## config.mk

```make
export PLATFORM = sky130hd
export DESIGN_NAME = lvds_tx_scheduler
export DESIGN_NICKNAME = d
export VERILOG_FILES = /design/src/rtl/lvds_tx_scheduler_pkg.sv /design/src/rtl/lvds_tx_scheduler_rr_arbiter.sv /design/src/rtl/lvds_tx_scheduler.sv
export SDC_FILE = /design/constraint.sdc
export NUM_CORES = 1
export LEC_CHECK = 0
export BUFFER_PORTS_ARGS = -buffer_cell sky130_fd_sc_hd__buf_2
export CAP_MARGIN = 20
export CORE_MARGIN = 1.5
export CORE_UTILIZATION = 42
export DETAILED_ROUTE_END_ITERATION = 10
export PLACE_DENSITY = 0.73
export SKIP_CTS_REPAIR_TIMING = 1
export SLEW_MARGIN = 30
export SYNTH_ARGS = -nofsm -noshare
export SYNTH_HDL_FRONTEND = slang
export SYNTH_SLANG_ARGS = --single-unit
```

## constraint.sdc

```tcl
create_clock -name clk -period 3.1 [get_ports clk]
set_clock_uncertainty 0.2 [all_clocks]
set_input_delay 0.31 -clock clk [delete_from_list [all_inputs] [get_ports clk]]
set_output_delay 0.31 -clock clk [all_outputs]
set_load 0.03 [all_outputs]
```

## src/rtl/lvds_tx_scheduler_pkg.sv

```systemverilog
// Shared definitions for the LVDS transmit scheduler: FSM encoding,
// default header marker and the header word builder.
package lvds_tx_scheduler_pkg;

  // What data_o currently holds.
  typedef enum logic [1:0] {
    S_IDLE = 2'd0,  // IDLE_WORD (no packet)
    S_HDR  = 2'd1,  // packet header
    S_PLD  = 2'd2   // payload word number cnt
  } state_t;

  localparam logic [7:0] HDR_MARK_DEFAULT = 8'hA5;

  // Widest word the header builder can produce (64 bytes).
  localparam int HDR_MAX_W = 512;

  // Header layout: marker in the top byte, source index in the low byte,
  // zeros in between. The caller truncates the result to its word width.
  function automatic logic [HDR_MAX_W-1:0] make_header(input logic [7:0] mark,
                                                       input logic [7:0] src,
                                                       input int         word_w);
    logic [HDR_MAX_W-1:0] hdr;
    hdr                 = '0;
    hdr[7:0]            = src;
    hdr[word_w-8 +: 8]  = mark;
    return hdr;
  endfunction

endpackage

```

## src/rtl/lvds_tx_scheduler_rr_arbiter.sv

```systemverilog
// Combinational round-robin arbiter: the search starts one position after
// the previous winner and wraps modulo N, so every requester gets a turn.
module rr_arbiter #(
  parameter int N  = 4,
  parameter int GW = (N > 1) ? $clog2(N) : 1
) (
  input  logic [N-1:0]  req,
  input  logic [GW-1:0] last,
  output logic [N-1:0]  grant_oh,
  output logic          valid
);

  logic [GW-1:0] idx;

  // Walk requesters in priority order last+1 .. last+N, first hit wins.
  always_comb begin
    grant_oh = '0;
    valid    = 1'b0;
    idx      = '0;
    for (int k = 1; k <= N; k++) begin
      idx = GW'((int'(last) + k) % N);
      if (!valid && req[idx]) begin
        grant_oh[idx] = 1'b1;
        valid         = 1'b1;
      end
    end
  end

endmodule

```

## src/rtl/lvds_tx_scheduler.sv

```systemverilog
// LVDS transmit scheduler: multiplexes packets from several requesters onto
// the word stream feeding an 8b10b serializer. Each packet is a header word
// followed by PKT_WORDS payload words from one source; fill words are
// inserted when the granted source runs dry, but a packet is never cut.
//
// Handshake: src_valid[i] means source i has a payload word on
// src_data[i]. src_ready[i] is a combinational pop strobe, high for exactly
// the cycle in which that word is copied into data_o; the source must
// advance to its next word after a cycle with src_valid & src_ready both
// high. On the serializer side, data_o is consumed on every rising edge
// where data_read_i is high, and data_o only changes on such edges.
module lvds_tx_scheduler
  import lvds_tx_scheduler_pkg::*;
#(
  parameter int                     NUM_BYTES = 2,
  parameter int                     NUM_SRC   = 4,
  parameter int                     PKT_WORDS = 4,
  parameter logic [8*NUM_BYTES-1:0] IDLE_WORD = '0,
  parameter logic [7:0]             HDR_MARK  = HDR_MARK_DEFAULT
) (
  input  logic                           clk,
  input  logic                           reset,
  input  logic [NUM_SRC-1:0]             src_valid,
  input  logic [NUM_SRC*8*NUM_BYTES-1:0] src_data,
  output logic [NUM_SRC-1:0]             src_ready,
  output logic [8*NUM_BYTES-1:0]         data_o,
  input  logic                           data_read_i,
  output logic                           busy_o,
  output logic                           underrun_o,
  output state_t                         dbg_state,
  output logic [7:0]                     dbg_cnt
);

  localparam int WORD_W = 8 * NUM_BYTES;
  localparam int GW     = $clog2(NUM_SRC);

  state_t              state, state_n;
  logic [7:0]          cnt, cnt_n;
  logic [GW-1:0]       grant, grant_n;     // also the round-robin pointer
  logic [WORD_W-1:0]   data_n;
  logic                under_n;
  logic [NUM_SRC-1:0]  ready_raw;

  logic [NUM_SRC-1:0]  arb_oh;
  logic                arb_valid;
  logic [GW-1:0]       arb_idx;
  logic [WORD_W-1:0]   hdr_word;
  logic [WORD_W-1:0]   src_word;
  logic                src_v;
  logic                at_last;

  rr_arbiter #(
    .N  (NUM_SRC),
    .GW (GW)
  ) u_arb (
    .req      (src_valid),
    .last     (grant),
    .grant_oh (arb_oh),
    .valid    (arb_valid)
  );

  // One-hot winner to index, and the header word that announces it.
  always_comb begin
    arb_idx = '0;
    for (int i = 0; i < NUM_SRC; i++) begin
      if (arb_oh[i]) arb_idx = GW'(i);
    end
    hdr_word = WORD_W'(make_header(HDR_MARK, 8'(arb_idx), WORD_W));
  end

  assign src_word = src_data[int'(grant)*WORD_W +: WORD_W];
  assign src_v    = src_valid[grant];
  assign at_last  = (state == S_PLD) && (cnt == 8'(PKT_WORDS - 1));

  // Next state, next word and pop strobe; nothing moves without a read strobe.
  always_comb begin
    state_n   = state;
    cnt_n     = cnt;
    grant_n   = grant;
    data_n    = data_o;
    under_n   = underrun_o;
    ready_raw = '0;
    if (data_read_i) begin
      if (state == S_IDLE || at_last) begin
        // Packet boundary: pick the next source or go idle.
        if (arb_valid) begin
          data_n  = hdr_word;
          grant_n = arb_idx;
          state_n = S_HDR;
        end else begin
          data_n  = IDLE_WORD;
          state_n = S_IDLE;
        end
      end else if (state == S_HDR || state == S_PLD) begin
        // Inside a packet: fetch the next payload word or insert a fill word.
        if (src_v) begin
          data_n           = src_word;
          ready_raw[grant] = 1'b1;
          state_n          = S_PLD;
          cnt_n            = (state == S_HDR) ? 8'd0 : cnt + 8'd1;
        end else begin
          data_n  = IDLE_WORD;
          under_n = 1'b1;
        end
      end else begin
        data_n  = IDLE_WORD;
        state_n = S_IDLE;
      end
    end
  end

  // Pops are suppressed while reset is held.
  assign src_ready = ready_raw & {NUM_SRC{reset}};

  // State, output word and sticky flag registers.
  always_ff @(posedge clk or negedge reset) begin
    if (!reset) begin
      state      <= S_IDLE;
      cnt        <= 8'd0;
      grant      <= GW'(NUM_SRC - 1);
      data_o     <= IDLE_WORD;
      underrun_o <= 1'b0;
    end else begin
      state      <= state_n;
      cnt        <= cnt_n;
      grant      <= grant_n;
      data_o     <= data_n;
      underrun_o <= under_n;
    end
  end

  assign busy_o    = (state != S_IDLE);
  assign dbg_state = state;
  assign dbg_cnt   = cnt;

endmodule

```

==> impl_metrics.py <==
metrics = {
    "status": {
        "outcome": "complete, no violations",
    },
    "floorplan": {
        "num_rows": 25,
        "start_util_pct": 44.2,
        "die_w_um": 74.2,
        "io_pins": 103,
        "die-height_um": 74.2,
        "core_mm2": 0.00482,
        "die_area_mm2": 0.00551,
    },
    "clocking": {
        "tritoncts": "built",
        "cts_buffers": 5,
        "cts_max_level": 2,
        "clk-insertion-delay-late_ns": 0.28,
        "path_clk_slew_ns": 0.06,
        "cts_sinks": 29,
        "clockBufferDepth": 2,
        "cts-root-buf": "clkbuf_8",
    },
    "worst_setup_path": {
        "rrSetupSlack_ns": 0.37,
        "cp_top_family": "multiplexers",
        "r2r-end": "data_o[1]$_DFFE_PN0P_",
        "worstPathArrival_ns": 2.47,
        "path_cells": "clkbuf_8, mux4_1, and4b_1, and3_1, buf_2",
        "cp.required_ns": 2.59,
        "crit_type": "flip-flop to output port",
        "max_stage_delay_ns": 0.66,
        "setup.worst_path.end_class": "output port",
        "crit_fanout": 32,
        "cp_num_buf_inv": 2,
        "startpoint_type": "flip-flop",
        "slowest_stage": "mux4_1",
        "timing.rr.start": "grant[1]$_DFFE_PN1P_",
        "ff2ff_path_depth": 7,
    },
    "synth": {
        "synth_area_mm2": 0.00213,
        "yosysSeqAreaShare_pct": 34.2,
        "synth_ff_type": "dfrtp_1",
        "async_flop_share_pct": 100,
        "synthCells": 189,
        "synth-seq-cells": 29,
        "synth.top_cells.by_area": "dfrtp_1 (32%), mux4_2 (18%), ha_1 (6.5%)",
        "yosysWarnings": 0,
        "synth_area_leader_cell": "dfrtp_1",
        "syn_nets": 271,
        "synth_edf_count": 0,
        "netlist.area_leader.share_pct": 31.7,
        "ys_types": 53,
        "synth.avg_cell_area_um2": 11.3,
    },
    "job": {
        "drv_cap": 0,
    },
    "global_route": {
        "grt_util_all_layers_pct": 19.6,
        "grt_max_degree": 33,
        "use_met1_pct": 27.1,
        "grt_pass1_vias": 1812,
        "use_met3_pct": 4.61,
        "gr-usage-met2_pct": 30.3,
        "antenna_found_initial": 0,
        "grt_pass1_wl_mm": 8.34,
        "grt_overflow": 0,
        "grt-busiest-layer": "met2",
    },
    "route": {
        "antenna_left": 0,
        "routed-via-count": 1964,
        "routedWlPerCell_um": 14.7,
        "drt_wl_total_mm": 5.29,
        "vias_per_cell": 5.44,
        "drtIter0Drc": 130,
        "firstDrtPassIters": 5,
        "drc_errors": 0,
    },
    "layout": {
        "stdcell_count": 361,
        "syn_to_final_growth_pct": 30.9,
        "drive_gt1_share_pct": 48.6,
        "fin_nets": 375,
        "fill_cells": 453,
        "antenna_cells": 0,
        "finalInstanceArea_mm2": 0.00279,
    },
    "placement": {
        "port-buffer-count": 102,
        "dpl_cell_area_mm2": 0.00269,
        "dpl.cell_count": 352,
        "gp_congestion": 0.885,
        "hpwl_mm": 4.02,
    },
    "sta": {
        "hold_viol_final": 0,
        "slew_headroom_pct": 64.8,
        "finalCriticalPeriod_ns": 2.98,
        "rsz0062_at_grt": "false",
        "fmax_mhz": 336,
        "setup_viol": 0,
        "slew_violations": 0,
        "period_share_pct": 96.0,
        "tightest_slew_ns": 0.528,
    },
    "power_and_ir_drop": {
        "power_density_mw_per_mm2": 833,
        "irDropWorstVdd_v": 0.000323,
        "p_total_mw": 2.32,
        "p_leak_nw": 1.41,
    },
    "hold_path": {
        "hp-start": "data_read_i",
        "holdPathEnd": "underrun_o$_DFFE_PN0P_",
        "hold_class": "input port to flip-flop",
        "hold_depth": 2,
    },
}
[power breakdown]
group	internal, mW	switching [mW]
logic	0.611	0.827
registers	0.504	0.0801
clock network	0.154	0.144
[Yosys cell counts, types with 2 or more instances]
| cell | count |
|---|---|
| dfrtp_1 | 27 |
| nand2_1 | 20 |
| mux4_2 | 17 |
| ha_1 | 11 |
| a22o_1 | 10 |
| nand3_1 | 9 |
| inv_1 | 8 |
| nand2b_1 | 6 |
| and3_1 | 5 |
| o21ai_1 | 5 |
| o22ai_1 | 5 |
| a21oi_1 | 4 |
| buf_2 | 4 |
| mux2i_1 | 4 |
| o21ai_0 | 4 |
| buf_6 | 3 |
| nor2_1 | 3 |
| a21o_1 | 2 |
| a221o_1 | 2 |
| a22oi_1 | 2 |
| a31oi_1 | 2 |
| clkbuf_1 | 2 |
| dfstp_2 | 2 |
| nor3_1 | 2 |
| xor2_1 | 2 |
[routing by layer]
layer / routed length, um / vias to the layer above
met5: 0 / -
met4: 45 / 0
met3: 335 / 7
met2: 2520 / 77
met1: 2390 / 939
li1: - / 941
[worst max-delay path by stage]
stage | slack [ns] | endpoint | depth (start not counted) | start
floorplan | 0.24 | data_o[1]$_DFFE_PN0P_ | 8 | grant[1]$_DFFE_PN1P_
global placement | 0.36 | src_ready[1] | 5 | grant[0]$_DFFE_PN1P_
detailed placement | 0.31 | src_ready[3] | 5 | grant[0]$_DFFE_PN1P_
CTS | -0.002 | src_ready[3] | 5 | grant[0]$_DFFE_PN1P_
global route | 0.004 | src_ready[1] | 5 | grant[0]$_DFFE_PN1P_
finish | 0.12 | src_ready[3] | 5 | grant[0]$_DFFE_PN1P_
[state kept, by name, summed over array words and instances, names as in the netlist]
name	flops
dbg_state	2
underrun_o	1
grant	2
dbg_cnt	8
data_o	16
[placed cells by master, fill, tap and decap left out, types with 2 or more instances in the layout]
master and count:
inv_1 8, a221o_1 2, nand2_1 20, xor2_1 2, mux2i_1 4, dfstp_2 2, clkinv_2 2, buf_2 102
a21oi_1 4, clkbuf_8 6, a31oi_1 2, o21ai_0 4, ha_1 11, o22ai_1 5, a22o_1 10, and3_1 5
nor3_1 2, a22oi_1 2, nand3_1 9, mux4_2 17, nand2b_1 6, a21o_1 2, buf_4 3, o21ai_1 5
nor2_1 3, dfrtp_1 27
[layout make-up]
| type | count | area [um2] | share of cell area [%] |
|---|---|---|---|
| Timing Repair Buffer | 107 | 557 | 20.0 |
| Clock buffer | 5 | 68.8 | 2.47 |
| Clock inverter | 3 | 17.5 | 0.628 |
| Multi-Input combinational cell | 142 | 1300 | 46.7 |
| Tap cell | 67 | 83.8 | 3.01 |
| Inverter | 8 | 30.0 | 1.08 |
| Sequential cell | 29 | 728 | 26.1 |
[cells by family after synthesis]
logic type	after synthesis	synth area share (%)
simple gates	59	15.3
compound gates	45	15.9
flops	29	34.2
mux	24	22.3
buf+inv	18	4.64
fa+ha+maj	11	6.46
xor+xnor	3	1.23
[per-stage QoR]
stage / hold slack [ns] / utilization [%] / worst slack (ns) / setup TNS, ns
global placement: 0.238 / 55.7 / 0.357 / 0
detailed placement: 0.242 / 55.7 / 0.315 / 0
global route: 0.142 / 57.9 / 0.00367 / 0
CTS: -0.0633 / 57.5 / -0.00162 / -0.00162
floorplan: -0.186 / - / 0.236 / 0
finish: 0.141 / 57.9 / 0.124 / 0
No activity file was read; power rests on OpenSTA's default activity.
